$ cat src/rtl/alu_rol_seq_pkg.sv
`default_nettype none
// ============================================================================
// Module   : alu_rol_seq_pkg
// Brief    : Shared ALU constants and the alu_rol_seq state encoding.
// Revision : 1.0 - initial release
// ============================================================================
package alu_rol_seq_pkg;

    localparam int c_ALU_WIDTH = 32;

    // ALU function-select code that routes an instruction to the rotate-left unit
    localparam logic [4:0] c_ALU_OP_ROL = 5'b01011;

    typedef logic [1:0] rol_state_t;

    localparam rol_state_t c_ST_IDLE = 2'd0;
    localparam rol_state_t c_ST_RUN  = 2'd1;
    localparam rol_state_t c_ST_DONE = 2'd2;

endpackage : alu_rol_seq_pkg
`default_nettype wire

$ cat src/rtl/alu_rol_seq_if.sv
`default_nettype none
// ============================================================================
// Module   : alu_rol_seq_if
// Brief    : Start/done handshake and operand/result bus of the rotate-left unit.
// Revision : 1.0 - initial release
// ============================================================================
interface alu_rol_seq_if
    import alu_rol_seq_pkg::*;
#(
    parameter int WIDTH = c_ALU_WIDTH
) ();

    localparam int SHAMT_W = $clog2(WIDTH);

    logic               start;
    logic [WIDTH-1:0]   data_input;
    logic [SHAMT_W-1:0] num_rotates;
    logic               busy;
    logic               done;
    logic [WIDTH-1:0]   data_output;

    // master: the control unit issuing rotates
    modport master (
        output start,
        output data_input,
        output num_rotates,
        input  busy,
        input  done,
        input  data_output
    );

    modport slave (
        input  start,
        input  data_input,
        input  num_rotates,
        output busy,
        output done,
        output data_output
    );

endinterface : alu_rol_seq_if
`default_nettype wire

$ cat src/rtl/alu_rol_stage.sv
`default_nettype none
// ============================================================================
// Module   : alu_rol_stage
// Brief    : One log-shifter stage: rotate left by 2^step when enabled.
// Revision : 1.0 - initial release
// ============================================================================
module alu_rol_stage
    import alu_rol_seq_pkg::*;
#(
    parameter int WIDTH = c_ALU_WIDTH
) (
    input  wire logic [WIDTH-1:0]         i_vec,
    input  wire logic [$clog2(WIDTH)-1:0] i_step,
    input  wire logic                     i_en,
    output logic      [WIDTH-1:0]         o_vec
);

    localparam int SHAMT_W = $clog2(WIDTH);

    logic [SHAMT_W:0]     w_dist;
    logic [2*WIDTH-1:0]   w_dbl;
    logic [WIDTH-1:0]     w_rot;

    // The upper half of {v,v} shifted left by d is v rotated left by d.
    always_comb begin
        w_dist = {{SHAMT_W{1'b0}}, 1'b1} << i_step;
        w_dbl  = {i_vec, i_vec};
        w_rot  = WIDTH'((w_dbl << w_dist) >> WIDTH);
        o_vec  = i_en ? w_rot : i_vec;
    end

endmodule : alu_rol_stage
`default_nettype wire

$ cat src/rtl/alu_rol_seq.sv
`default_nettype none
// ============================================================================
// Module   : alu_rol_seq
// Brief    : Multi-cycle rotate-left unit, one log-shifter stage per clock.
// Revision : 1.0 - initial release
// ============================================================================
module alu_rol_seq
    import alu_rol_seq_pkg::*;
#(
    parameter int WIDTH = c_ALU_WIDTH
) (
    input  wire logic     clk,
    input  wire logic     clr,
    alu_rol_seq_if.slave  bus
);

    localparam int SHAMT_W = $clog2(WIDTH);

    localparam logic [SHAMT_W-1:0] c_LAST_STEP = SHAMT_W'(SHAMT_W - 1);
    localparam logic [SHAMT_W-1:0] c_STEP_ONE  = SHAMT_W'(1);

    rol_state_t         r_state_q, w_state_d;
    logic [SHAMT_W-1:0] r_step_q,  w_step_d;
    logic [WIDTH-1:0]   r_work_q,  w_work_d;
    logic [SHAMT_W-1:0] r_amt_q,   w_amt_d;
    logic [WIDTH-1:0]   r_dout_q,  w_dout_d;

    logic               w_stage_en;
    logic [WIDTH-1:0]   w_stage_out;

    // Selecting amt[step] by masking keeps the index width-independent.
    assign w_stage_en = |(r_amt_q & (c_STEP_ONE << r_step_q));

    alu_rol_stage #(
        .WIDTH (WIDTH)
    ) u_stage (
        .i_vec  (r_work_q),
        .i_step (r_step_q),
        .i_en   (w_stage_en),
        .o_vec  (w_stage_out)
    );

    always_comb begin
        w_state_d = r_state_q;
        w_step_d  = r_step_q;
        w_work_d  = r_work_q;
        w_amt_d   = r_amt_q;
        w_dout_d  = r_dout_q;

        case (r_state_q)
            c_ST_IDLE, c_ST_DONE: begin
                if (bus.start) begin
                    w_work_d  = bus.data_input;
                    w_amt_d   = bus.num_rotates;
                    w_step_d  = '0;
                    w_state_d = c_ST_RUN;
                end else begin
                    w_state_d = c_ST_IDLE;
                end
            end

            c_ST_RUN: begin
                w_work_d = w_stage_out;
                if (r_step_q == c_LAST_STEP) begin
                    w_dout_d  = w_stage_out;
                    w_step_d  = '0;
                    w_state_d = c_ST_DONE;
                end else begin
                    w_step_d  = r_step_q + c_STEP_ONE;
                end
            end

            default: begin
                w_state_d = c_ST_IDLE;
                w_step_d  = '0;
            end
        endcase
    end

    always_ff @(posedge clk or posedge clr) begin
        if (clr) begin
            r_state_q <= c_ST_IDLE;
            r_step_q  <= '0;
            r_work_q  <= '0;
            r_amt_q   <= '0;
            r_dout_q  <= '0;
        end else begin
            r_state_q <= w_state_d;
            r_step_q  <= w_step_d;
            r_work_q  <= w_work_d;
            r_amt_q   <= w_amt_d;
            r_dout_q  <= w_dout_d;
        end
    end

    assign bus.busy        = (r_state_q == c_ST_RUN);
    assign bus.done        = (r_state_q == c_ST_DONE);
    assign bus.data_output = r_dout_q;

endmodule : alu_rol_seq
`default_nettype wire
$ cat src/flat_wrapper.sv
// flat-port wrapper written by rule: the top's interface ports become plain ports
module alu_rol_seq_flat import alu_rol_seq_pkg::*;
#(
    parameter int WIDTH = c_ALU_WIDTH
)
  (clk, clr, bus_start, bus_data_input, bus_num_rotates, bus_busy, bus_done, bus_data_output);
  alu_rol_seq_if #(.WIDTH(WIDTH)) bus_i ();
  input  wire logic clk;
  input  wire logic clr;
  input wire logic [$bits(bus_i.start)-1:0] bus_start;
  input wire logic [$bits(bus_i.data_input)-1:0] bus_data_input;
  input wire logic [$bits(bus_i.num_rotates)-1:0] bus_num_rotates;
  output wire logic [$bits(bus_i.busy)-1:0] bus_busy;
  output wire logic [$bits(bus_i.done)-1:0] bus_done;
  output wire logic [$bits(bus_i.data_output)-1:0] bus_data_output;
  assign bus_i.start = bus_start;
  assign bus_i.data_input = bus_data_input;
  assign bus_i.num_rotates = bus_num_rotates;
  assign bus_busy = bus_i.busy;
  assign bus_done = bus_i.done;
  assign bus_data_output = bus_i.data_output;
  alu_rol_seq #(.WIDTH(WIDTH)) u_core (.clk(clk), .clr(clr), .bus(bus_i));
endmodule
$ cat config.mk
export PLATFORM = sky130hd
export DESIGN_NAME = alu_rol_seq_flat
export DESIGN_NICKNAME = d
export VERILOG_FILES = /design/src/rtl/alu_rol_seq_pkg.sv /design/src/rtl/alu_rol_seq_if.sv /design/src/rtl/alu_rol_stage.sv /design/src/rtl/alu_rol_seq.sv /design/src/flat_wrapper.sv
export SDC_FILE = /design/constraint.sdc
export NUM_CORES = 1
export LEC_CHECK = 0
export ABC_AREA = 0
export CORE_MARGIN = 5
export CORE_UTILIZATION = 30
export DETAILED_ROUTE_END_ITERATION = 10
export RECOVER_POWER = 25
export SYNTH_ARGS = -nofsm -noshare
export SYNTH_HDL_FRONTEND = slang
export SYNTH_SLANG_ARGS = --single-unit
$ cat constraint.sdc
create_clock -name clk -period 2.5 [get_ports clk]
set_input_delay 0.375 -clock clk [delete_from_list [all_inputs] [get_ports clk]]
set_output_delay 0.375 -clock clk [all_outputs]
set_load 0.02 [all_outputs]
==> metrics.md, run 1 <==
| Metric | Value |
|---|---|
| WL met3 | `1410 um` |
| Critical Path Sink | `u_core.r_work_q[14]$_DFFE_PP0P_` |
| Met1 wire length | `9260 um` |
| TritonCTS buffer count | `9` |
| Post-cts resize count | `0` |
| Area grow syn2layout | `28.8%` |
| Status | `finished clean` |
| Highest clock rate | `421 MHz` |
| YS warnings | `0` |
| Fin crit share | `95.1%` |
| Avg WL per Cell | `23.3 um` |
| Cells after synthesis | `555` |
| Post-CTS setup repair buffer count | `0` |
| Hold-fix buffers, CTS | `0` |
| Clock transition at path regs | `0.06 ns` |
| RR Startpoint | `u_core.r_step_q[2]$_DFFE_PP0P_` |
| Top-area cell type share of the netlist area | `37.2%` |
| Placed Cells | `844` |
| Clock Skew | `0.00734 ns` |
| Main synth FF type | `dfrtp_1` |
| First-pass GRT wire length | `31,300 um` |
| I/O Buffers | `73` |
| Crit path time final | `2.38 ns` |
| Total gr overflow | `0` |
| Initial antenna violation count | `0` |
| FFs w/ async S/R, synth | `100%` |
| R2R depth | `6` |
| DP Wirelength | `14,300 um` |
| Synth cell types | `64` |
| EDFF count, synth | `0` |
| Fin. Hold Viols | `0` |
| Required @ worst endpoint | `2.76 ns` |
| VDD IR max | `0.000654 V` |
| WP data arrival | `2.63 ns` |
| Clk sinks | `76` |
| Register area share after synthesis | `37.2%` |
| Die H | `140 um` |
| Remaining DRCs | `0` |
| Crit-path max FO | `15` |
| Total iterations of the first detailed-routing run | `6` |
| Via count | `4,953` |
| Layout cells sized above 1 | `15.5%` |
| Total Routing Usage GR | `20.5%` |
| Worst R2R End | `u_core.r_work_q[14]$_DFFE_PP0P_` |
| Largest net degree at the start of global routing | `77` |
| Vias per cell | `5.77` |
| Worst hold path type | `reg2reg` |
| Skew-Pair Late Insertion Delay | `0.35 ns` |
| Synth top area cells | `dfrtp_1 (37%), mux2i_1 (6.3%), mux4_2 (6.2%)` |
| Power Density | `1750 nW/um^2` |
| Hold Startpoint | `u_core.bus.data_output[29]$_DFFE_PP0P_` |
| Die Area | `19,700 um^2` |
| Synth top cells by count | `dfrtp_1 (76), nand2_1 (67), nor2_1 (59), a21oi_1 (39), mux2i_1 (32)` |
| Layout fillers | `1,660` |
| FF+latch count, synth | `76` |
| Footprint of the multi-input gates | `2950 um^2` |
| RSZ-0062 raised after global routing | `no` |
| TNS Setup | `0 ns` |
| Placer Congestion | `0.966` |
| Effective utilization at floorplan | `30.7%` |
| Core area | `16,600 um^2` |
| DRT antenna net count | `0` |
| DRT iter0 DRCs | `648` |
| Power Total | `11.5 mW` |
| Count leader, synth | `dfrtp_1` |
| Drt total wl | `20,100 um` |
| Slew Viols, Final | `0` |
| Via count of the first global-routing pass | `5,020` |
| H-tree depth | `3` |
| Final non-filler cell total | `859` |
| Startpoint types | `register` |
| N_diodes | `0` |
| Die W | `140 um` |
| Max-slew headroom | `28.8%` |
| CP endpoint kind | `register` |
| Worst-Margin Slew | `1.07 ns` |
| Rows | `47` |
| MaxCap Viol Count | `0` |
| Total leakage power | `2.72 nW` |
| Critical setup path kind | `reg2reg` |
| Worst R2R Setup Slack | `0.12 ns` |
| Max Buffers Root-to-Sink | `2` |
| Root buffer cell | `clkbuf_16` |
| Metal2 WL | `8830 um` |
| TritonCTS clock tree | `done` |
| Syn Area/Cell | `9.20 um^2` |
| Syn Std Cell Area | `5110 um^2` |
| Register area | `1900 um^2` |
| Post-synth net total | `597` |
| Post-synth top area cell | `dfrtp_1` |
| Final setup fails | `0` |
| Crit. Startpoint | `u_core.r_step_q[2]$_DFFE_PP0P_` |
| Io pins | `74` |
| NumNets Final | `677` |
| Top layer in use | `met4` |
cell usage in the layout, fill, tap and decap left out, drive strengths merged, types with 3 or more instances in the layout:
| master | instances |
|---|---|
| a21boi | 3 |
| a211o | 3 |
| o32ai | 3 |
| a221o | 14 |
| buf | 39 |
| a22oi | 12 |
| a21o | 7 |
| and3 | 6 |
| or3 | 3 |
| o31a | 3 |
| o211ai | 5 |
| and2 | 6 |
| mux4 | 14 |
| clkinv | 4 |
| nor2 | 59 |
| nor2b | 5 |
| nand2b | 9 |
| o2bb2ai | 4 |
| o21a | 3 |
| o21ai | 32 |
| a211oi | 15 |
| o221ai | 5 |
| clkbuf | 12 |
| inv | 6 |
| a21oi | 41 |
| a31oi | 3 |
| dfrtp | 76 |
| clkdlybuf4s50 | 72 |
| nand3 | 14 |
| mux2i | 32 |
| o22ai | 5 |
| nor3 | 6 |
| mux2 | 15 |
| nand2 | 67 |
logic make-up (layout without fill, tap and decap cells):
kind of cell | count (synthesis) | in the layout | synth area share [%]
DFF | 76 | 76 | 37.2
muxes | 61 | 61 | 15.8
AOI/OAI and AO/OA | 173 | 173 | 23.4
buffers and inverters | 53 | 137 | 5.27
adders and majority gates | 2 | 2 | 0.490
and+or+nand+nor | 188 | 188 | 17.5
xor gates and xnor gates | 2 | 2 | 0.343
metrics by stage:
step                setup slack (ns)  hold slack (ns)  cell area, um^2  utilization [%]
floorplan                      0.187            0.436             5110                -
CTS                            0.134            0.451             6590             39.6
global placement               0.206            0.457             6270             37.7
finish                         0.124            0.470             6580             39.5
detailed placement             0.171            0.463             6270             37.7
global route                  0.0175            0.506             6580             39.5
final cells by class:
class                           instances  area share (%)
Tap cell                              220            4.18
Clock inverter                          4            1.10
Timing Repair Buffer                  113            16.6
Sequential cell                        76            28.9
Multi-Input combinational cell        426            44.8
Clock buffer                           11            3.84
Inverter                                9           0.514
layer usage:
metal | global-route usage (%) | vias to the layer above
li1 | - | 2228
met4 | 6.99 | 0
met3 | 4.87 | 44
met1 | 29.5 | 2466
met5 | 0 | -
met2 | 30.3 | 215
worst min-delay path by stage:
stage / endpoint / slack, ns / cells after the start
3_5_place_dp: u_core.bus.data_output[29]$_DFFE_PP0P_ / 0.46 / 2
2_1_floorplan: u_core.r_amt_q[4]$_DFFE_PP0P_ / 0.44 / 2
5_1_grt: u_core.bus.data_output[10]$_DFFE_PP0P_ / 0.51 / 2
6_report: u_core.bus.data_output[29]$_DFFE_PP0P_ / 0.47 / 2
4_1_cts: u_core.r_work_q[31]$_DFFE_PP0P_ / 0.45 / 3
3_3_place_gp: u_core.bus.data_output[29]$_DFFE_PP0P_ / 0.46 / 2
power breakdown:
group	internal (mW)	leakage (nW)	switching [mW]
clock network	0.921	0.158	0.523
registers	1.85	0.922	0.963
logic	3.24	1.64	4.04
total	6.01	2.72	5.53
worst max-delay path, stage by stage (launching register included):
cell and delay (ns):
dfrtp_1 0.53, or4_1 0.75, o22ai_1 0.33, a21oi_1 0.17
a21boi_0 0.19, buf_4 0.16, o221ai_1 0.16
registers in the layout, indices dropped and copies added, names as in the netlist:
name / cells
u_core.bus.data_output: 32
u_core.r_state_q: 2
u_core.r_step_q: 5
u_core.r_amt_q: 5
u_core.r_work_q: 32
No activity file was read; power rests on OpenSTA's default activity.
==> run 2, diff against run 1 <==
- HOLD_SLACK_MARGIN: unset -> 0.05
==> results of run 2 <==
The final DEF is identical to that of run 1; final timing and power are the same.
